File: config.mk
export PLATFORM = sky130hd
export DESIGN_NAME = spi_bus_arbiter
export DESIGN_NICKNAME = d
export VERILOG_FILES = /design/src/rtl/spi_bus_arbiter.sv
export SDC_FILE = /design/constraint.sdc
export NUM_CORES = 1
export LEC_CHECK = 0
export ABC_CLOCK_PERIOD_IN_PS = 1540
export BUFFER_PORTS_ARGS = -buffer_cell sky130_fd_sc_hd__buf_2
export CORE_UTILIZATION = 44
export CTS_CLUSTER_SIZE = 20
export DETAILED_ROUTE_END_ITERATION = 10
export PLACE_DENSITY = 0.76
export SLEW_MARGIN = 30
export SYNTH_ARGS = -nofsm -noshare
export SYNTH_HDL_FRONTEND = slang
export SYNTH_SLANG_ARGS = --single-unit
File: constraint.sdc
create_clock -name clk -period 1.54 [get_ports clk]
set_input_delay 0.308 -clock clk [delete_from_list [all_inputs] [get_ports clk]]
set_output_delay 0.308 -clock clk [all_outputs]
set_load 0.1 [all_outputs]
File: src/rtl/spi_bus_arbiter.sv
// -----------------------------------------------------------------------------
// spi_bus_arbiter
//   Shares one SPI master between two byte-sequencing controllers. Ownership
//   is granted for a whole CS frame (as long as the owner holds its req level),
//   arbitrated round-robin on ties. The owner's start/MOSI/CS_END are forwarded
//   to the master through registers (1-cycle latency); busy/MISO are returned
//   to the owner only. A quiet owner (req high, no start, master idle) is
//   forcibly released after TIMEOUT cycles, with a one-cycle timeout_err pulse.
//   Every release passes through a single RELEASE cycle holding CS high.
//
// Ports
//   clk, rst                   clock, synchronous active-high reset
//   reqN_req/start/mosi/cs_end requester N frame request and byte interface
//   reqN_grant                 requester N owns the bus (registered)
//   reqN_busy                  spi_busy | spi_start when granted, else 1
//   reqN_miso                  spi_miso when granted, else 0
//   spi_start/mosi/cs_end      registered byte interface to the SPI master
//   spi_busy, spi_miso         status/data back from the SPI master
//   timeout_err                one-cycle pulse on forced release
// -----------------------------------------------------------------------------
module spi_bus_arbiter #(
  parameter int unsigned DATA_W  = 8,
  parameter int unsigned TIMEOUT = 1024,
  parameter int unsigned TO_W    = 11
) (
  input  logic              clk,
  input  logic              rst,

  input  logic              req0_req,
  input  logic              req0_start,
  input  logic [DATA_W-1:0] req0_mosi,
  input  logic              req0_cs_end,
  output logic              req0_grant,
  output logic              req0_busy,
  output logic [DATA_W-1:0] req0_miso,

  input  logic              req1_req,
  input  logic              req1_start,
  input  logic [DATA_W-1:0] req1_mosi,
  input  logic              req1_cs_end,
  output logic              req1_grant,
  output logic              req1_busy,
  output logic [DATA_W-1:0] req1_miso,

  output logic              spi_start,
  output logic [DATA_W-1:0] spi_mosi,
  output logic              spi_cs_end,
  input  logic              spi_busy,
  input  logic [DATA_W-1:0] spi_miso,

  output logic              timeout_err
);

  typedef enum logic [1:0] {
    S_IDLE,
    S_GRANT0,
    S_GRANT1,
    S_RELEASE
  } state_e;

  localparam logic [TO_W-1:0] TO_LAST = TO_W'(TIMEOUT - 1);

  state_e            state_q;
  logic              last_q;
  logic              grant0_q;
  logic              grant1_q;
  logic              spi_start_q;
  logic [DATA_W-1:0] spi_mosi_q;
  logic              spi_cs_end_q;
  logic              timeout_err_q;
  logic [TO_W-1:0]   cnt_q;
  logic [TO_W-1:0]   cnt_d;

  // Signals of whichever requester currently owns the bus.
  logic              own_req;
  logic              own_start;
  logic [DATA_W-1:0] own_mosi;
  logic              own_cs_end;
  logic              own_quiet;
  logic              norm_rel;
  logic              to_hit;

  always_comb begin
    own_req    = req0_req;
    own_start  = req0_start;
    own_mosi   = req0_mosi;
    own_cs_end = req0_cs_end;
    if (state_q == S_GRANT1) begin
      own_req    = req1_req;
      own_start  = req1_start;
      own_mosi   = req1_mosi;
      own_cs_end = req1_cs_end;
    end
  end

  // Quiet: master idle and no start either pending in the register or arriving.
  assign own_quiet = !spi_busy && !spi_start_q && !own_start;
  // Normal release waits for any byte in flight (registered start or busy).
  assign norm_rel  = !own_req && !spi_busy && !spi_start_q;
  assign to_hit    = own_req && own_quiet && (cnt_q == TO_LAST);
  // Counter runs only over consecutive quiet cycles with req held.
  assign cnt_d     = (own_req && own_quiet) ? cnt_q + TO_W'(1) : '0;

  always_ff @(posedge clk) begin
    if (rst) begin
      state_q       <= S_IDLE;
      last_q        <= 1'b1;
      grant0_q      <= 1'b0;
      grant1_q      <= 1'b0;
      spi_start_q   <= 1'b0;
      spi_mosi_q    <= '0;
      spi_cs_end_q  <= 1'b1;
      timeout_err_q <= 1'b0;
      cnt_q         <= '0;
    end else begin
      timeout_err_q <= 1'b0;
      unique case (state_q)
        S_IDLE: begin
          spi_start_q  <= 1'b0;
          spi_cs_end_q <= 1'b1;
          cnt_q        <= '0;
          // On a tie req0 wins only if req1 was the last owner.
          if (req0_req && (!req1_req || last_q)) begin
            state_q  <= S_GRANT0;
            grant0_q <= 1'b1;
            last_q   <= 1'b0;
          end else if (req1_req) begin
            state_q  <= S_GRANT1;
            grant1_q <= 1'b1;
            last_q   <= 1'b1;
          end
        end
        S_GRANT0, S_GRANT1: begin
          if (norm_rel || to_hit) begin
            state_q       <= S_RELEASE;
            grant0_q      <= 1'b0;
            grant1_q      <= 1'b0;
            spi_start_q   <= 1'b0;
            spi_cs_end_q  <= 1'b1;
            cnt_q         <= '0;
            timeout_err_q <= to_hit;
          end else begin
            spi_start_q  <= own_start;
            spi_mosi_q   <= own_mosi;
            spi_cs_end_q <= own_cs_end;
            cnt_q        <= cnt_d;
          end
        end
        S_RELEASE: begin
          state_q      <= S_IDLE;
          spi_start_q  <= 1'b0;
          spi_cs_end_q <= 1'b1;
        end
        default: state_q <= S_IDLE;
      endcase
    end
  end

  assign req0_grant  = grant0_q;
  assign req1_grant  = grant1_q;
  assign req0_busy   = grant0_q ? (spi_busy | spi_start_q) : 1'b1;
  assign req1_busy   = grant1_q ? (spi_busy | spi_start_q) : 1'b1;
  assign req0_miso   = grant0_q ? spi_miso : '0;
  assign req1_miso   = grant1_q ? spi_miso : '0;
  assign spi_start   = spi_start_q;
  assign spi_mosi    = spi_mosi_q;
  assign spi_cs_end  = spi_cs_end_q;
  assign timeout_err = timeout_err_q;

endmodule
Yosys cells after proc, flatten, opt, wreduce, memory -nomap -nowiden
Index checks and enable logic that the tools add are counted.

Register bits: 27. Bits of input ports: 33.

Multiplexer cells: 26. Add/sub/neg operators: 1. Bitwise gates (word level): 3. Reductions and logical operators: 25. Equality and inequality tests: 9.

Operator list (number): 2-to-1 mux 8 bit (3); 2-to-1 mux 11 bit (2); case mux 11 bit (2 select lines) (1); 2-to-1 mux 1 bit (12); adder 11 x 1 -> 11 bit, second input constant (1); == test 11 x 10 -> 1 bit, second input constant (1); inequality test 2 bit, second input constant (4); case mux 1 bit (2 select lines) (4); logical AND 1 bit (7); 2-to-1 mux 2 bit (3); case mux 2 bit (3 select lines) (1); AND reduction 2 bit (3); zero test 1 bit (5); == test 2 bit, second input constant (2); AND reduction 4 bit (1); nonzero test 2 bit (2); OR reduction 2 bit (2); inequality test 3 bit, second input constant (1); AND reduction 3 bit (1); OR reduction 3 bit (1); == test 2 x 1 -> 1 bit, second input constant (1); zero test 2 bit (1); logical OR 1 bit (2); NOT 1 bit (2); bitwise OR 1 bit (1).

Depth between registers and ports, before layout
Depth in word-level cells: 9. Depth in mapped cells: 8. Depth with buffers taken out: 6.

Worst setup path before layout
No wires, ideal clock.

Kind: reg-to-output. Start: register spi_start_q (netlist: spi_start). End: output port req0_busy. Data arrival time: 1938 ps. Data required time: 1232 ps. Cell stages (with the launch flop): 3. Path slack: -706 ps. Cells stage by stage: dfxtp_1 > nor2_1 > nand2_1.

Word-level cells in the longest chain between the ends: 2.

RTL lines: start, declared (line 67) `logic spi_start_q;`; start signal, assigned (line 143) `spi_start_q <= own_start;`; bitwise OR 1 bit (line 161) `assign req0_busy = grant0_q ? (spi_busy | spi_start_q) : 1'b1;`; 2-to-1 mux 1 bit (line 161); end, declared (line 34) `output logic req0_busy,`.

No other way between the ends.

Worst setup path in the final report
Start: register state_q[0]. End: register cnt_q[4].

Word-level cells in the longest chain between the ends: 9. Elaborated cells between the ends (all ways): 18. Classes of those cells: eq/ne: 2; mux: 5; reduce/logical: 11.

RTL lines: start, declared (line 63) `state_e state_q;`; start signal, assigned (line 106) `state_q <= S_IDLE;`; start signal, assigned (line 124) `state_q <= S_GRANT0;`; start signal, assigned (line 128) `state_q <= S_GRANT1;`; == test 2 bit (line 88, 117); 2-to-1 mux 1 bit (line 88) `if (state_q == S_GRANT1) begin`; zero test 1 bit (line 97) `assign own_quiet = !spi_busy && !spi_start_q && !own_start;`; logical AND 1 bit (line 97); logical AND 1 bit (line 100, 102); logical AND 1 bit (line 100) `assign to_hit = own_req && own_quiet && (cnt_q == TO_LAST);`; logical OR 1 bit (line 134) `if (norm_rel || to_hit) begin`; 2-to-1 mux 11 bit (line 134); case mux 11 bit (2 select lines) (line 117) `unique case (state_q)`; end signal, assigned (line 146) `cnt_q <= cnt_d;`; end, declared (line 71) `logic [TO_W-1:0] cnt_q;`.

Several ways; a longest one is shown, not always the timed one. A chain may end at the register's enable or synchronous reset.

==> results.py <==
metrics = {
    "floorplanning": {
        "die_y_um": 63.1,
        "io_pins": 64,
        "core_um2": 3470,
        "placementRows": 21,
        "die-width_um": 63.1,
        "die_area_um2": 3980,
        "initial_utilization_pct": 47.4,
    },
    "timing": {
        "finalWorstPathRequiredPeriod_ps": 1650,
        "fin_skew_ps": 2.78,
        "slew_violations": 0,
        "worstMarginPinSlew_ps": 506,
        "fin_crit_sh_pct": 107,
        "setup_viol": 22,
        "setup_slack_ps": -112,
        "max_slew_margin_pct": 66.5,
        "rsz0062_at_grt": "yes",
        "hold_viol_final": 0,
        "fmax_ghz": 0.605,
    },
    "global_route": {
        "grt_usage_pct": 25.0,
        "grt_pass1_vias": 1671,
        "grt_overflow_total": 0,
        "antenna_found_initial": 0,
        "grt_pass1_wl_mm": 7.80,
        "grt_start_max_net_pins": 18,
    },
    "synthesis": {
        "yosysSeqAreaShare_pct": 32.9,
        "synth_compound_area_share_pct": 26.0,
        "ys_seq_elements": 27,
        "synth_cell_types": 49,
        "yosys.area_share.simple_pct": 25.6,
        "synth_xor_area_share_pct": 0,
        "synth_edf_count": 0,
        "syn_area_um2": 1640,
        "syn_avg_cell_area_um2": 9.50,
        "syn-num-nets": 210,
        "synth_flop_cell": "dfxtp_1",
        "muxShareOfSynthArea_pct": 8.07,
        "yosysWarnings": 0,
        "synthAdderAreaFrac_pct": 3.04,
        "async_reset_ff_share_pct": 0,
        "synth_top_family_by_area": "compound AO/OA/AOI/OAI gates",
        "syn_inst": 173,
    },
    "hold_path": {
        "hold_end": "spi_cs_end",
        "min_from": "req0_cs_end",
        "hold_class": "primary input to flip-flop",
        "min_path_cells": 3,
    },
    "detailed_routing": {
        "drtIter0Drc": 87,
        "post-route-drc-count": 0,
        "antenna_left": 0,
        "via_per_inst": 5.66,
        "firstDrtPassIters": 5,
        "wl_per_cell_um": 16.6,
        "dr_total_vias": 1767,
        "routed_wl_mm": 5.17,
    },
    "critical_path": {
        "critPathArrivalTime_ps": 1830,
        "r2r_start": "state_q[0]",
        "r2r_setup_slack_ps": -110,
        "crit_chain": "inv_2 > ha_4 > and3b_2 > o2111ai_4 > buf_6 > o21ai_2 > a22o_1",
        "critPathRequiredTime_ps": 1720,
        "cpPeakStageDelay_ps": 340,
        "crit_path_max_fanout": 5,
        "criticalPathCategory": "flip-flop to flip-flop",
        "slowest_stage": "dfxtp_2",
        "end_kind": "flip-flop",
        "r2r-end": "cnt_q[4]",
        "critical_path.top_delay_family": "compound AO/OA/AOI/OAI gates",
        "crit_cells": 7,
        "crit_path_start_kind": "flip-flop",
        "worstRegToRegCells": 7,
        "crit_buf_inv": 2,
    },
    "finish": {
        "num_antenna_cells": 0,
        "drive_above_1_share_pct": 57.1,
        "synthToLayoutAreaGrowth_pct": 67.2,
        "layout.cells.most_common": "buf_2",
        "fin_util_pct": 79.3,
        "layout_common_cells": "buf_2, buf_4, dfxtp_1",
        "nets": 304,
    },
    "run": {
        "maxCapViolCount": 0,
    },
    "status": {
        "outcome": "finished with violations",
        "violations": "setup timing",
    },
    "place": {
        "hpwl_mm": 3.72,
        "dp_slack_ps": -121,
        "port_buffers": 63,
        "place_congestion": 0.915,
    },
    "cts": {
        "root_buffer": "clkbuf_8",
        "cts_buffer_depth": 2,
        "cts_tree": "yes",
        "clkTransAtPathRegs_ps": 90,
        "clock-sinks": 27,
        "htreeDepth": 1,
        "cts_made_buffers": 3,
        "clkLatencyLatePin_ps": 280,
    },
    "pwr": {
        "vdd_drop_max_v": 0.00146,
        "leakage_nw": 1.27,
        "powerDensity_nw_per_um2": 2030,
    },
}
==> worst min-delay path: stages <==
cell,delay [ps]
buf_2,80
mux2i_1,50
nand3_1,70
==> cells by family after synthesis <==
group	after synthesis
muxes	13
buffers and inverters	12
AOI/OAI and AO/OA	49
adders and majority gates	4
and+or+nand+nor	68
DFF	27
==> cell usage after synthesis, types with 2 or more instances <==
master / instances / area, µm²
nor2_1: 5 / 18.8
nor2b_1: 4 / 25.0
o211ai_1: 10 / 75.1
o211a_1: 8 / 80.1
o31ai_1: 6 / 45.0
nor3_1: 4 / 20.0
ha_1: 4 / 50.1
and2_1: 19 / 119
clkbuf_1: 2 / 7.51
o21ai_0: 3 / 15.0
buf_6: 3 / 33.8
nor3b_1: 2 / 15.0
nand4_1: 2 / 12.5
nand3_1: 4 / 20.0
and3_1: 5 / 31.3
inv_1: 5 / 18.8
mux2i_1: 11 / 110
dfxtp_1: 27 / 541
a22o_1: 8 / 70.1
and2b_1: 2 / 15.0
nand2_1: 11 / 41.3
==> worst max path at each step <==
stage	from	end	slack (ps)
detailed placement	state_q[0]	cnt_q[2]	-120
finish	state_q[0]	cnt_q[4]	-110
floorplan	req0_grant	req0_miso[0]	-60
global placement	state_q[0]	cnt_q[2]	-80
CTS	state_q[0]	cnt_q[4]	-100
global route	state_q[1]	cnt_q[5]	-160
==> through the flow <==
stage                     setup TNS [ps]  power [W]  area (µm²)  hold slack [ps]  cells
after floorplan                     -905    0.00386        1750              384    173
after global placement              -759    0.00485        2550              465    307
after detailed placement           -1580    0.00490        2550              468    307
after CTS                          -1370    0.00543        2660              259    311
after global routing               -3220    0.00578        2750              272    312
final                              -1830    0.00557        2750              266    312
==> area by class of cell <==
class	count	area, µm²
Multi-Input combinational cell	134	1230
Timing Repair Buffer	96	846
Fill cell	215	719
Sequential cell	27	552
Tap cell	46	57.6
Clock buffer	4	45.0
Inverter	5	18.8
==> metal layers <==
| metal | part of all wire (%) | global-route usage (%) | vias to the layer above | wire [µm] |
|---|---|---|---|---|
| li1 | - | - | 840 | - |
| met1 | 40 | 28.4 | 840 | 2090 |
| met2 | 53 | 47.7 | 78 | 2740 |
| met3 | 5.3 | 3.26 | 9 | 274 |
| met4 | 1.2 | 7.56 | 0 | 61 |
| met5 | 0 | 0 | - | 0 |
==> power by group <==
part | internal [W] | switching, W
clock network | 0.000186 | 0.000224
logic | 0.00143 | 0.00272
registers | 0.000878 | 0.000140
total | 0.00250 | 0.00308
==> repair_timing <==
action | in CTS | in global routing
pin swaps | 15 | 13
cloned | 1 | 0
hold buffers | 0 | 0
endpoints found under the setup margin | 24 | 26
resized for setup | 17 | 15
hold endpoints to repair | 0 | 0
setup buffers | 1 | 1
==> sequential cells by signal, summed over array words and instances, names as in the netlist <==
| signal | count |
|---|---|
| cnt_q | 11 |
| spi_mosi | 8 |
| state_q | 2 |
| last_q | 1 |
| req0_grant | 1 |
| req1_grant | 1 |
| spi_cs_end | 1 |
| spi_start | 1 |
| timeout_err | 1 |
Power figures use the tool's default switching activity.
